==> config.mk <==
export PLATFORM = sky130hd
export DESIGN_NAME = dm_arbiter
export DESIGN_NICKNAME = d
export VERILOG_FILES = /design/src/rtl/dm_arbiter.sv
export SDC_FILE = /design/constraint.sdc
export NUM_CORES = 1
export LEC_CHECK = 0
export BUFFER_PORTS_ARGS = -buffer_cell sky130_fd_sc_hd__buf_2
export CAP_MARGIN = 40
export CORE_UTILIZATION = 46
export DETAILED_ROUTE_END_ITERATION = 8
export HOLD_SLACK_MARGIN = 0.15
export PLACE_DENSITY = 0.9
export SYNTH_ARGS = -nofsm -noshare
export SYNTH_HDL_FRONTEND = slang
export SYNTH_SLANG_ARGS = --single-unit
==> constraint.sdc <==
create_clock -name clk -period 2.2 [get_ports clk]
set_input_delay 0.44 -clock clk [delete_from_list [all_inputs] [get_ports clk]]
set_output_delay 0.44 -clock clk [all_outputs]
set_load 0.05 [all_outputs]
==> src/rtl/dm_arbiter.sv <==
// Two-master round-robin arbiter and read-modify-write sequencer in front of the data memory.
// Define DM_ARB_ERR_EN to add m0_err/m1_err, which flag misaligned requests whose lanes leave the word.
module dm_arbiter #(
  parameter int unsigned AW = 10,
  parameter int unsigned DW = 32
) (
  input  logic          clk,
  input  logic          rst,
  input  logic          m0_req,
  input  logic          m0_we,
  input  logic [AW-1:0] m0_addr,
  input  logic [3:0]    m0_be,
  input  logic [DW-1:0] m0_wdata,
  output logic          m0_ack,
  output logic [DW-1:0] m0_rdata,
  input  logic          m1_req,
  input  logic          m1_we,
  input  logic [AW-1:0] m1_addr,
  input  logic [3:0]    m1_be,
  input  logic [DW-1:0] m1_wdata,
  output logic          m1_ack,
  output logic [DW-1:0] m1_rdata,
`ifdef DM_ARB_ERR_EN
  output logic          m0_err,
  output logic          m1_err,
`endif
  output logic [AW-1:0] dm_addr,
  output logic [DW-1:0] dm_din,
  output logic          dm_we,
  input  logic [DW-1:0] dm_dout
);

  typedef enum logic [1:0] {StIdle, StAccess, StWrite, StDone} state_e;

  state_e        state_q, state_d;
  logic          last_grant_q;
  logic          gnt_q;
  logic          we_q;
  logic [AW-1:0] addr_q;
  logic [3:0]    be_q;
  logic [DW-1:0] wdata_q;
  logic [DW-1:0] rbuf_q;
  logic          err_q;

  logic          req_any;
  logic          win;
  logic          sel_we;
  logic [AW-1:0] sel_addr;
  logic [3:0]    sel_be;
  logic [DW-1:0] sel_wdata;
  logic          sel_err;
  logic [3:0]    low_mask;
  logic          wr_go;
  logic [AW-1:0] word_addr;
  logic [DW-1:0] merged;

  // On a tie the master that did not win last time gets the grant.
  assign req_any   = m0_req | m1_req;
  assign win       = (m0_req & m1_req) ? ~last_grant_q : m1_req;
  assign sel_we    = win ? m1_we    : m0_we;
  assign sel_addr  = win ? m1_addr  : m0_addr;
  assign sel_be    = win ? m1_be    : m0_be;
  assign sel_wdata = win ? m1_wdata : m0_wdata;
  assign low_mask  = (4'd1 << sel_addr[1:0]) - 4'd1;

`ifdef DM_ARB_ERR_EN
  assign sel_err = |(sel_be & low_mask);
`else
  assign sel_err = 1'b0;
`endif

  assign wr_go     = we_q && (be_q != 4'b0000) && !err_q;
  assign word_addr = {addr_q[AW-1:2], 2'b00};

  always_comb begin
    merged = rbuf_q;
    for (int i = 0; i < 4; i++) begin
      if (be_q[i]) merged[8*i +: 8] = wdata_q[8*i +: 8];
    end
  end

  always_ff @(posedge clk) begin
    if (rst) state_q <= StIdle;
    else     state_q <= state_d;
  end

  always_comb begin
    state_d = state_q;
    unique case (state_q)
      StIdle:   if (req_any) state_d = StAccess;
      StAccess: state_d = wr_go ? StWrite : StDone;
      StWrite:  state_d = StDone;
      StDone:   state_d = StIdle;
      default:  state_d = StIdle;
    endcase
  end

  always_ff @(posedge clk) begin
    if (rst) begin
      last_grant_q <= 1'b1;
      gnt_q        <= 1'b0;
      we_q         <= 1'b0;
      addr_q       <= '0;
      be_q         <= '0;
      wdata_q      <= '0;
      rbuf_q       <= '0;
      err_q        <= 1'b0;
    end else begin
      if (state_q == StIdle && req_any) begin
        last_grant_q <= win;
        gnt_q        <= win;
        we_q         <= sel_we;
        addr_q       <= sel_addr;
        be_q         <= sel_be;
        wdata_q      <= sel_wdata;
        err_q        <= sel_err;
      end
      if (state_q == StAccess) rbuf_q <= dm_dout;
    end
  end

  always_comb begin
    dm_addr  = '0;
    dm_din   = '0;
    dm_we    = 1'b0;
    m0_ack   = 1'b0;
    m1_ack   = 1'b0;
    m0_rdata = '0;
    m1_rdata = '0;
`ifdef DM_ARB_ERR_EN
    m0_err   = 1'b0;
    m1_err   = 1'b0;
`endif
    unique case (state_q)
      StAccess: dm_addr = word_addr;
      StWrite: begin
        dm_addr = word_addr;
        dm_din  = merged;
        dm_we   = !rst;
      end
      StDone: begin
        if (gnt_q) begin
          m1_ack   = 1'b1;
          m1_rdata = err_q ? '0 : rbuf_q;
`ifdef DM_ARB_ERR_EN
          m1_err   = err_q;
`endif
        end else begin
          m0_ack   = 1'b1;
          m0_rdata = err_q ? '0 : rbuf_q;
`ifdef DM_ARB_ERR_EN
          m0_err   = err_q;
`endif
        end
      end
      default: ;
    endcase
  end

endmodule

==> results of run 1 <==
==> layer usage <==
metal	wire (µm)	vias to the layer above	GRT usage [%]	share of wire (%)
li1	-	2258	-	-
met1	5768	2188	29.25	40
met2	7293	212	50.16	51
met3	976	26	5.198	6.8
met4	387	2	13.74	2.7
met5	13	-	0	0.090
==> state kept, by name, summed over array words and instances, names as in the netlist <==
name / count
state_q: 2
rbuf_q: 32
wdata_q: 32
gnt_q: 1
be_q: 4
addr_q: 8
last_grant_q: 1
we_q: 1
==> path summary, 6_finish.rpt <==
path / end / slack, ns
max: dm_addr[7] / 0.07
min: rbuf_q[31]$_SDFFE_PP0P_ / 0.32
max reg2reg: we_q$_SDFFE_PP0P_ / 0.56
min reg2reg: we_q$_SDFFE_PP0P_ / 0.48
==> worst max-delay path: stages (launching register included) <==
cell and delay [ns]:
dfxtp_2 0.37, inv_1 0.11, ha_2 0.45, and2_1 0.15, buf_2 0.26
==> per-stage QoR <==
step	power (W)	hold slack [ns]	TNS [ns]	setup slack (ns)	utilization, %
floorplan	0.005146	0.4477	0	0.05502	-
finish	0.007327	0.3195	0	0.07494	64.24
global route	0.007778	0.3193	-0.1043	-0.01559	64.24
CTS	0.007294	0.3072	0	0.002829	63.45
global placement	0.006034	0.4613	0	0.3220	60.42
detailed placement	0.006148	0.4728	0	0.3106	60.42
==> cells by family after synthesis <==
| family | synth area share [%] |
|---|---|
| mux | 14.19 |
| simple gates | 25.30 |
| fa+ha+maj | 1.365 |
| buf+inv | 5.431 |
| flops | 35.37 |
| compound gates | 18.26 |
| other cells | 0.08180 |
==> power groups by stage <==
stage               Combinational (W)  Sequential [W]  Clock, W
floorplan                     0.00292         0.00222         0
global placement              0.00357         0.00246         0
detailed placement            0.00366         0.00248         0
CTS                           0.00372         0.00245   0.00113
global route                  0.00407         0.00251   0.00119
finish                        0.00376         0.00247   0.00110
==> area by class of cell <==
cell class / instances / area [µm²]
Inverter: 3 / 11.26
Fill cell: 817 / 3480
Multi-Input combinational cell: 407 / 2740
Sequential cell: 81 / 1624
Clock inverter: 5 / 56.30
Timing Repair Buffer: 251 / 1514
Tap cell: 133 / 166.4
Clock buffer: 10 / 137.6
==> repair_timing <==
item | 4_1_cts | 5_1_grt
resized for setup | 40 | 39
endpoints found under the setup margin | 63 | 74
endpoints found under the hold margin | 0 | 0
==> cell usage in the layout (no fill, tap or decap), types with 15 or more instances in the layout <==
cell	count
a211oi_2	38
and2_1	41
nor2_1	78
and3_1	32
buf_4	61
clkbuf_4	15
nor2b_1	33
nand2_1	46
mux2i_1	65
dfxtp_1	79
buf_2	169
a21oi_1	47
==> impl_results.md, run 1 <==
* P_int at 0.004025 W
* DRC viols at 0
* Final Slew Violations at 0
* Per-cell routed wire length at 16.22 µm
* CP startpoint: state_q[0]$_SDFFE_PP0P_
* Vias in the first global route at 4,444
* Fin crit period at 2.125 ns
* Worst setup EP type: output pin
* Skew final at 0.01212 ns
* Vias/cell at 5.265
* Post-synth ARST share at 0%
* DRT antenna net count at 0
* Share of the synthesized area in the top cell type at 35.37%
* Initial antenna violation count at 1
* Hold_buf cts at 0
* Yosys warnings at 0
* Nets at 888
* Share of power burned in registers at 33.6%
* Final std cells w/o fill at 890
* Final Hold Fails at 0
* Cell count after synthesis at 540
* Via count at 4,686
* Total wire length at 14,440 µm
* Register area share after synthesis at 35.37%
* Status: finished clean
* Cells after DPL at 875
* Register bit total from synthesis at 81
* N_diodes at 0
* CTS Sinks at 81
* Core area at 9729 µm²
* Hold Crit Depth at 3
* Combinational share of power at 51.3%
* First-pass GRT wire length at 21,330 µm
* HP Start: dm_dout[31]
* Worst-Margin Slew at 0.6246 ns
* TritonCTS Buffers at 9
* WP data arrival at 1.69 ns
* Gr ovfl total at 0
* Area delta synth->final at 36.33%
* Rows at 36
* DPL Wire Length at 10,310 µm
* CP Max Fanout at 9
* Post-synthesis area per instance at 8.490 µm²
* Synth area leader: dfxtp_1
* Cell Area, Synth at 4584 µm²
* Die extent in y at 101.8 µm
* DR pass1 iterations at 4
* FF-to-FF path depth at 6
* Die Area at 10,370 µm²
* Top FF cell, synth: dfxtp_1
* H-tree Lvls at 3
* Area contributors post-synth: dfxtp_1, mux2i_1, a211oi_2, nor2_1, and2_1
* Root Buffer Master: clkbuf_8
* Clk slew on worst S/H paths at 0.09 ns
* Startpoint Class: register
* Placed cell area at 5878 µm²
* Max-cap viol count at 0
* Post-CTS Setup Inserts at 0
* EDFF count, synth at 0
* Worst endpoint required time at 1.76 ns
* Clock latency on the worst-skew pair at 0.35 ns
* PD cells at 1172 nW/µm²
* Count leader, synth: dfxtp_1
* Clk buf depth at 2
* Share of cells above drive strength 1 at 41.61%
* Switching share of power at 45.07%
* Global router's overall resource usage at 27.04%
* Clock share of power at 15.1%
* Net switching power at 0.003302 W
* Finished layout cell area at 6250 µm²
* Hold/Removal Path Class: input pin to register
* Commonest cells post-synth: dfxtp_1, nor2_1, mux2i_1
* Routability cong. at 0.8029
* CTS tree: done
* Final setup fails at 0
* Pin count of the biggest net entering global routing at 82
* Worst relative slew slack at 58.31%
* Leakage at 3.043 nW
* Die W at 101.8 µm
* Unique masters post-synth at 29
* Initial Util at 47.12%
* Period utilization at 96.59%
* CP Class: register to output pin
* Worst VDD drop at 0.0005885 V
* Reg2Reg Launch Point: state_q[0]$_SDFFE_PP0P_
* IO Count at 239
* PortBufs at 232
* Max Fclk at 470.6 MHz
* Initial DRC count at 185
(Power assumes the default switching activity.)
==> inputs of run 2 (changes only) <==
==> constraint.sdc (replaced) <==
create_clock -name clk -period 2.4 [get_ports clk]
set_input_delay 0.48 -clock clk [delete_from_list [all_inputs] [get_ports clk]]
set_output_delay 0.48 -clock clk [all_outputs]
set_load 0.05 [all_outputs]
==> run 2 against run 1 <==
Against the previous run: cell area down 3.1%; sequential power shrank 8.5%; largest power group unchanged; non-clock buffer count down 2; worst setup slack improved by 0.018 ns; die area stayed put; highest routed layer is now met4; power down 10%; register-to-register slack worse by 0.04 ns; clock power shrank 12%; global-route usage is 0.13 points lower; worst hold slack gained 0.041 ns; clock-buffer cell count up 4.
==> impl_results.md, run 2 (synthesized netlist as in run 1, its figures left out) <==
* First-pass GRT wire length at 21,370 µm (+0.20%)
* IO Count at 239 (unchanged)
* Pin count of the biggest net entering global routing at 40 (-51%)
* Cells after DPL at 873 (-0.23%)
* WHS Endpoint: rbuf_q[6]$_SDFFE_PP0P_
* Regs by FF count: rbuf_q: 32 flops, wdata_q: 32 flops, addr_q: 8 flops
* PortBufs at 232 (unchanged)
* H-tree Lvls at 3 (unchanged)
* Via count at 4,679 (-0.15%)
* TritonCTS Buffers at 9 (unchanged)
* Leakage at 3.050 nW (+0.23%)
* Hold Crit Depth at 3 (unchanged)
* Post-CTS sizing at 0 (-100%)
* Placed cell area at 5863 µm² (-0.26%)
* Worst setup EP type: output pin
* Setup tns final at 0 ns (unchanged)
* WP data arrival at 1.83 ns (+0.14 ns)
* Initial DRC count at 143 (-23%)
* DRT antenna net count at 0 (unchanged)
* Area delta synth->final at 32.10%
* Max-cap viol count at 0 (unchanged)
* Final setup fails at 0 (unchanged)
* Leading cell type in the layout, fill and taps excluded: buf_2
* CTS tree: done
* Root Buffer Master: clkbuf_8
* Core area at 9729 µm² (unchanged)
* PD cells at 1087 nW/µm² (-7.3%)
* N_diodes at 0 (unchanged)
* Hold_buf cts at 0 (unchanged)
* Final Slew Violations at 0 (unchanged)
* CTS Sinks at 81 (unchanged)
* Filler Cell Count at 872 (+6.7%)
* Gr ovfl total at 0 (unchanged)
* Die Area at 10,370 µm² (unchanged)
* Final Hold Fails at 0 (unchanged)
* FF-to-FF path depth at 6 (unchanged)
* Total wire length at 14,230 µm (-1.5%)
* Vias in the first global route at 4,446 (+0.045%)
* Initial Util at 47.12% (unchanged)
* Max Fclk at 433.5 MHz
* Status: finished clean
* Worst-Margin Slew at 0.7469 ns (+0.1224 ns)
* FF-to-FF End: wdata_q[12]$_SDFFE_PP0P_
* Share of cells above drive strength 1 at 40.87% (-0.74 points)
* Die extent in y at 101.8 µm (unchanged)
* CP Class: register to output pin
* HP Start: dm_dout[6]
* Final std cells w/o fill at 889 (-0.11%)
* Clk slew on worst S/H paths at 0.08 ns (about the same)
* Most frequent cells in the layout: buf_2, dfxtp_1, nor2_1
* Period utilization at 96.12%
* Finished layout cell area at 6056 µm² (-3.1%)
* Post-CTS Setup Inserts at 0 (unchanged)
* Global router's overall resource usage at 26.91% (-0.13 points)
* Setup ws final at 0.09314 ns (+0.01820 ns)
* Flop-to-flop setup slack at 0.52 ns (-0.04 ns)
* Per-cell routed wire length at 16.00 µm (-1.4%)
* Vias/cell at 5.263 (about the same)
* Pre-CTS WS at 0.4184 ns (+0.1078 ns)
* Hold/Removal Path Class: input pin to register
* Initial antenna violation count at 0 (-1)
* Nets at 886 (-0.23%)
* Final Util at 62.24% (-2.0 points)
* CP Max Fanout at 9 (unchanged)
* Clock latency on the worst-skew pair at 0.34 ns (about the same)
* Die W at 101.8 µm (unchanged)
* Rows at 36 (unchanged)
* DPL Wire Length at 10,320 µm (about the same)
* Routability cong. at 0.8001 (-0.35%)
* Skew final at 0.006122 ns (-0.005997 ns)
* Worst relative slew slack at 50.02% (-8.3 points)
* Worst endpoint required time at 1.92 ns (+0.16 ns)
* Startpoint Class: register
* Fin crit period at 2.307 ns
* Reg2Reg Launch Point: state_q[0]$_SDFFE_PP0P_
* RSZ-0062 raised after global routing: false
* Worst VDD drop at 0.0004735 V (-20%)
* DRC viols at 0 (unchanged)
* Clk buf depth at 2 (unchanged)
* DR pass1 iterations at 4 (unchanged)
[run 2: worst max-delay path by stage]
stage	startpoint	end	slack (ns)	cells after the start
floorplan	state_q[1]$_SDFFE_PP0P_	m0_rdata[22]	0.22	4
global placement	m1_req	wdata_q[8]$_SDFFE_PP0P_	0.46	5
detailed placement	m1_req	wdata_q[12]$_SDFFE_PP0P_	0.42	5
CTS	state_q[0]$_SDFFE_PP0P_	dm_addr[6]	0.07	4
global route	state_q[0]$_SDFFE_PP0P_	dm_addr[2]	0.01	4
finish	state_q[0]$_SDFFE_PP0P_	dm_addr[6]	0.09	4
[run 2: layout make-up]
class                           instances  area [µm²]  area share, %
Inverter                                3       11.26         0.1860
Tap cell                              133       166.4          2.748
Clock buffer                           14       182.7          3.017
Clock inverter                          2       10.01         0.1653
Timing Repair Buffer                  249        1329          21.94
Multi-Input combinational cell        407        2735          45.17
Sequential cell                        81        1622          26.78
[run 2: metrics by stage]
step                hold WS [ns]  total power, W
floorplan                 0.4477        0.004718
global placement          0.4622        0.005549
detailed placement        0.4768        0.005650
CTS                       0.3484        0.006632
global route              0.3552        0.007013
finish                    0.3608        0.006582
[run 2: report_power, final]
part	internal (W)	switching [W]	leakage (nW)
Sequential	0.00181	0.000454	0.669
Clock	0.000487	0.000476	0.102
Combinational	0.00131	0.00205	2.28
Total	0.00360	0.00298	3.05
[run 2: worst max-delay path, stage by stage, from the launching register on]
cell,delay [ns]
dfxtp_1,0.40
inv_1,0.12
ha_1,0.51
and2_1,0.19
buf_2,0.26
[run 2: routing by layer]
layer,track usage [%],share of wire [%],up-vias
li1,-,-,2259
met1,29.50,40,2185
met2,50.47,50,209
met3,4.651,6.6,26
met4,12.31,2.7,0
met5,0,0,-
==> inputs of run 3 (changes only) <==
==> constraint.sdc (replaced) <==
create_clock -name clk -period 2.4 [get_ports clk]
set_input_delay 0 -clock clk [delete_from_list [all_inputs] [get_ports clk]]
set_output_delay 0 -clock clk [all_outputs]
set_load 0.05 [all_outputs]
==> run 3 against run 2 <==
Against the previous run: largest power group unchanged; clock-buffer cell count decreased by 1; core utilization increased by 13 points; flip-flop and latch count unchanged; sequential power about the same; critical path depth increased by 3; highest routed layer unchanged; power increased by 12%.
==> impl_results.md, run 3 (synthesized netlist as in run 1, its figures left out) <==
* CTS tree: done
* Final Slew Violations at 0 (unchanged)
* TritonCTS Buffers at 9 (unchanged)
* CTS Sinks at 81 (unchanged)
* Setup tns final at 0 ns (unchanged)
* Pre-CTS WS at 0.5483 ns (+0.1299 ns)
* IO Count at 239 (unchanged)
* Switching share of power at 44.49% (-0.75 points)
* Total wire length at 18,360 µm (+29%)
* PortBufs at 232 (unchanged)
* Max Fclk at 434.5 MHz (+0.22%)
* Final setup fails at 0 (unchanged)
* Initial antenna violation count at 0 (unchanged)
* Gr ovfl total at 0 (unchanged)
* Vias/cell at 5.485 (+4.2%)
* Leading cell type in the layout, fill and taps excluded: buf_2
* Die Area at 10,370 µm² (unchanged)
* Leakage at 3.634 nW (+19%)
* H-tree Lvls at 3 (unchanged)
* Share of power burned in registers at 30.9% (-3.5 points)
* Nets at 1,009 (+14%)
* Regs by FF count: rbuf_q: 32 flops, wdata_q: 32 flops, addr_q: 8 flops
* Core area at 9729 µm² (unchanged)
* Routability cong. at 0.7652 (-4.4%)
* Vias in the first global route at 5,643 (+27%)
* DR pass1 iterations at 5 (+1)
* Clock share of power at 13.6% (-1.0 points)
* PD cells at 1007 nW/µm² (-7.4%)
* Initial DRC count at 318 (+120%)
* Most frequent cells in the layout: buf_2, dlygate4sd3_1, dfxtp_1
* DPL Wire Length at 9534 µm (-7.6%)
* Filler Cell Count at 637 (-27%)
* Rows at 36 (unchanged)
* Per-cell routed wire length at 18.15 µm (+13%)
* P_int at 0.004103 W (+14%)
* Skew final at 0.008138 ns (+0.002016 ns)
* Max-cap viol count at 0 (unchanged)
* Share of cells above drive strength 1 at 34.81% (-6.1 points)
* Status: finished clean
* Worst setup EP type: register
* DRT antenna net count at 0 (unchanged)
* Root Buffer Master: clkbuf_8
* Clock latency on the worst-skew pair at 0.36 ns (+0.02 ns)
* Setup ws final at 0.09828 ns (+0.005142 ns)
* Clk slew on worst S/H paths at 0.08 ns (about the same)
* Global router's overall resource usage at 34.97% (+8.1 points)
* Initial Util at 47.12% (unchanged)
* CP Class: register to register
* Startpoint Class: register
* Via count at 5,551 (+19%)
* Combinational share of power at 55.5% (+4.5 points)
* Hold/Removal Path Class: input pin to register
* Worst-Margin Slew at 0.7694 ns (+0.02241 ns)
* Worst relative slew slack at 48.71% (-1.3 points)
* Worst VDD drop at 0.0005443 V (+15%)
* RSZ-0062 raised after global routing: false
* Pin count of the biggest net entering global routing at 50 (+25%)
* Die extent in y at 101.8 µm (unchanged)
* Fin crit period at 2.302 ns (-0.005142 ns)
* Final Hold Fails at 0 (unchanged)
* CP Max Fanout at 30 (+21)
* Clk buf depth at 2 (unchanged)
* Period utilization at 95.90% (-0.21 points)
* DRC viols at 0 (unchanged)
* Area delta synth->final at 60.15%
* N_diodes at 0 (unchanged)
* Worst endpoint required time at 2.70 ns (+0.78 ns)
* Net switching power at 0.003289 W (+10%)
* Die W at 101.8 µm (unchanged)
* First-pass GRT wire length at 27,520 µm (+29%)
* WP data arrival at 2.60 ns (+0.77 ns)
[run 3: area by class of cell]
type,count,area [µm²],share of cell area [%]
timing repair buffer,372,2610,35.55
clock buffer,13,148.9,2.028
tap,133,166.4,2.267
inverter,3,11.26,0.1534
sequential,81,1622,22.09
multi-input combinational,407,2744,37.37
clock inverter,3,40.04,0.5453
[run 3: per-layer routing]
layer	share of wire, %	routed length, µm	track usage [%]
met5	0	0	0
met4	3.3	607	21.98
met3	7.7	1416	6.703
met2	52	9507	63.41
met1	37	6832	37.39
[run 3: repair_timing]
action | in CTS | in global routing
hold buffers | 125 | 0
resized for setup | 0 | 2
buffers inserted | 0 | 2
endpoints found under the hold margin | 79 | 0
setup endpoints to repair | 0 | 24
[run 3: critical path, stage by stage (launching register included)]
cell,delay [ns]
dfxtp_1,0.35
inv_1,0.15
ha_2,0.28
o21a_4,0.28
buf_12,0.23
nor2_1,0.10
a211oi_2,0.24
dlygate4sd3_1,0.61
[run 3: path summary, 6_finish.rpt]
kind,slack [ns],end,startpoint,cells past startpoint
max reg2reg,0.1,wdata_q[30]$_SDFFE_PP0P_,state_q[0]$_SDFFE_PP0P_,7
max,0.1,wdata_q[30]$_SDFFE_PP0P_,state_q[0]$_SDFFE_PP0P_,7
min reg2reg,0.51,wdata_q[13]$_SDFFE_PP0P_,wdata_q[13]$_SDFFE_PP0P_,2
min,0.15,rbuf_q[10]$_SDFFE_PP0P_,rst,2
[run 3: metrics by stage]
step                      hold slack [ns]  instance area [µm²]  util [%]  total power [W]  std cells
after floorplan                    0.1410                 4588         -         0.004717        541
after global routing               0.1568                 7342     75.46         0.007770       1012
final                              0.1533                 7342     75.46         0.007392       1012
after detailed placement           0.2405                 5878     60.42         0.005660        869
after CTS                          0.1532                 7318     75.22         0.007118       1010
after global placement             0.2310                 5851     60.13         0.005505        868
[run 3: power groups by stage]
stage | Clock (W) | Combinational [W] | Sequential, W
floorplan | 0 | 0.00268 | 0.00204
global placement | 0 | 0.00324 | 0.00226
detailed placement | 0 | 0.00338 | 0.00228
CTS | 0.00101 | 0.00386 | 0.00225
global route | 0.00107 | 0.00437 | 0.00233
finish | 0.00100 | 0.00410 | 0.00229
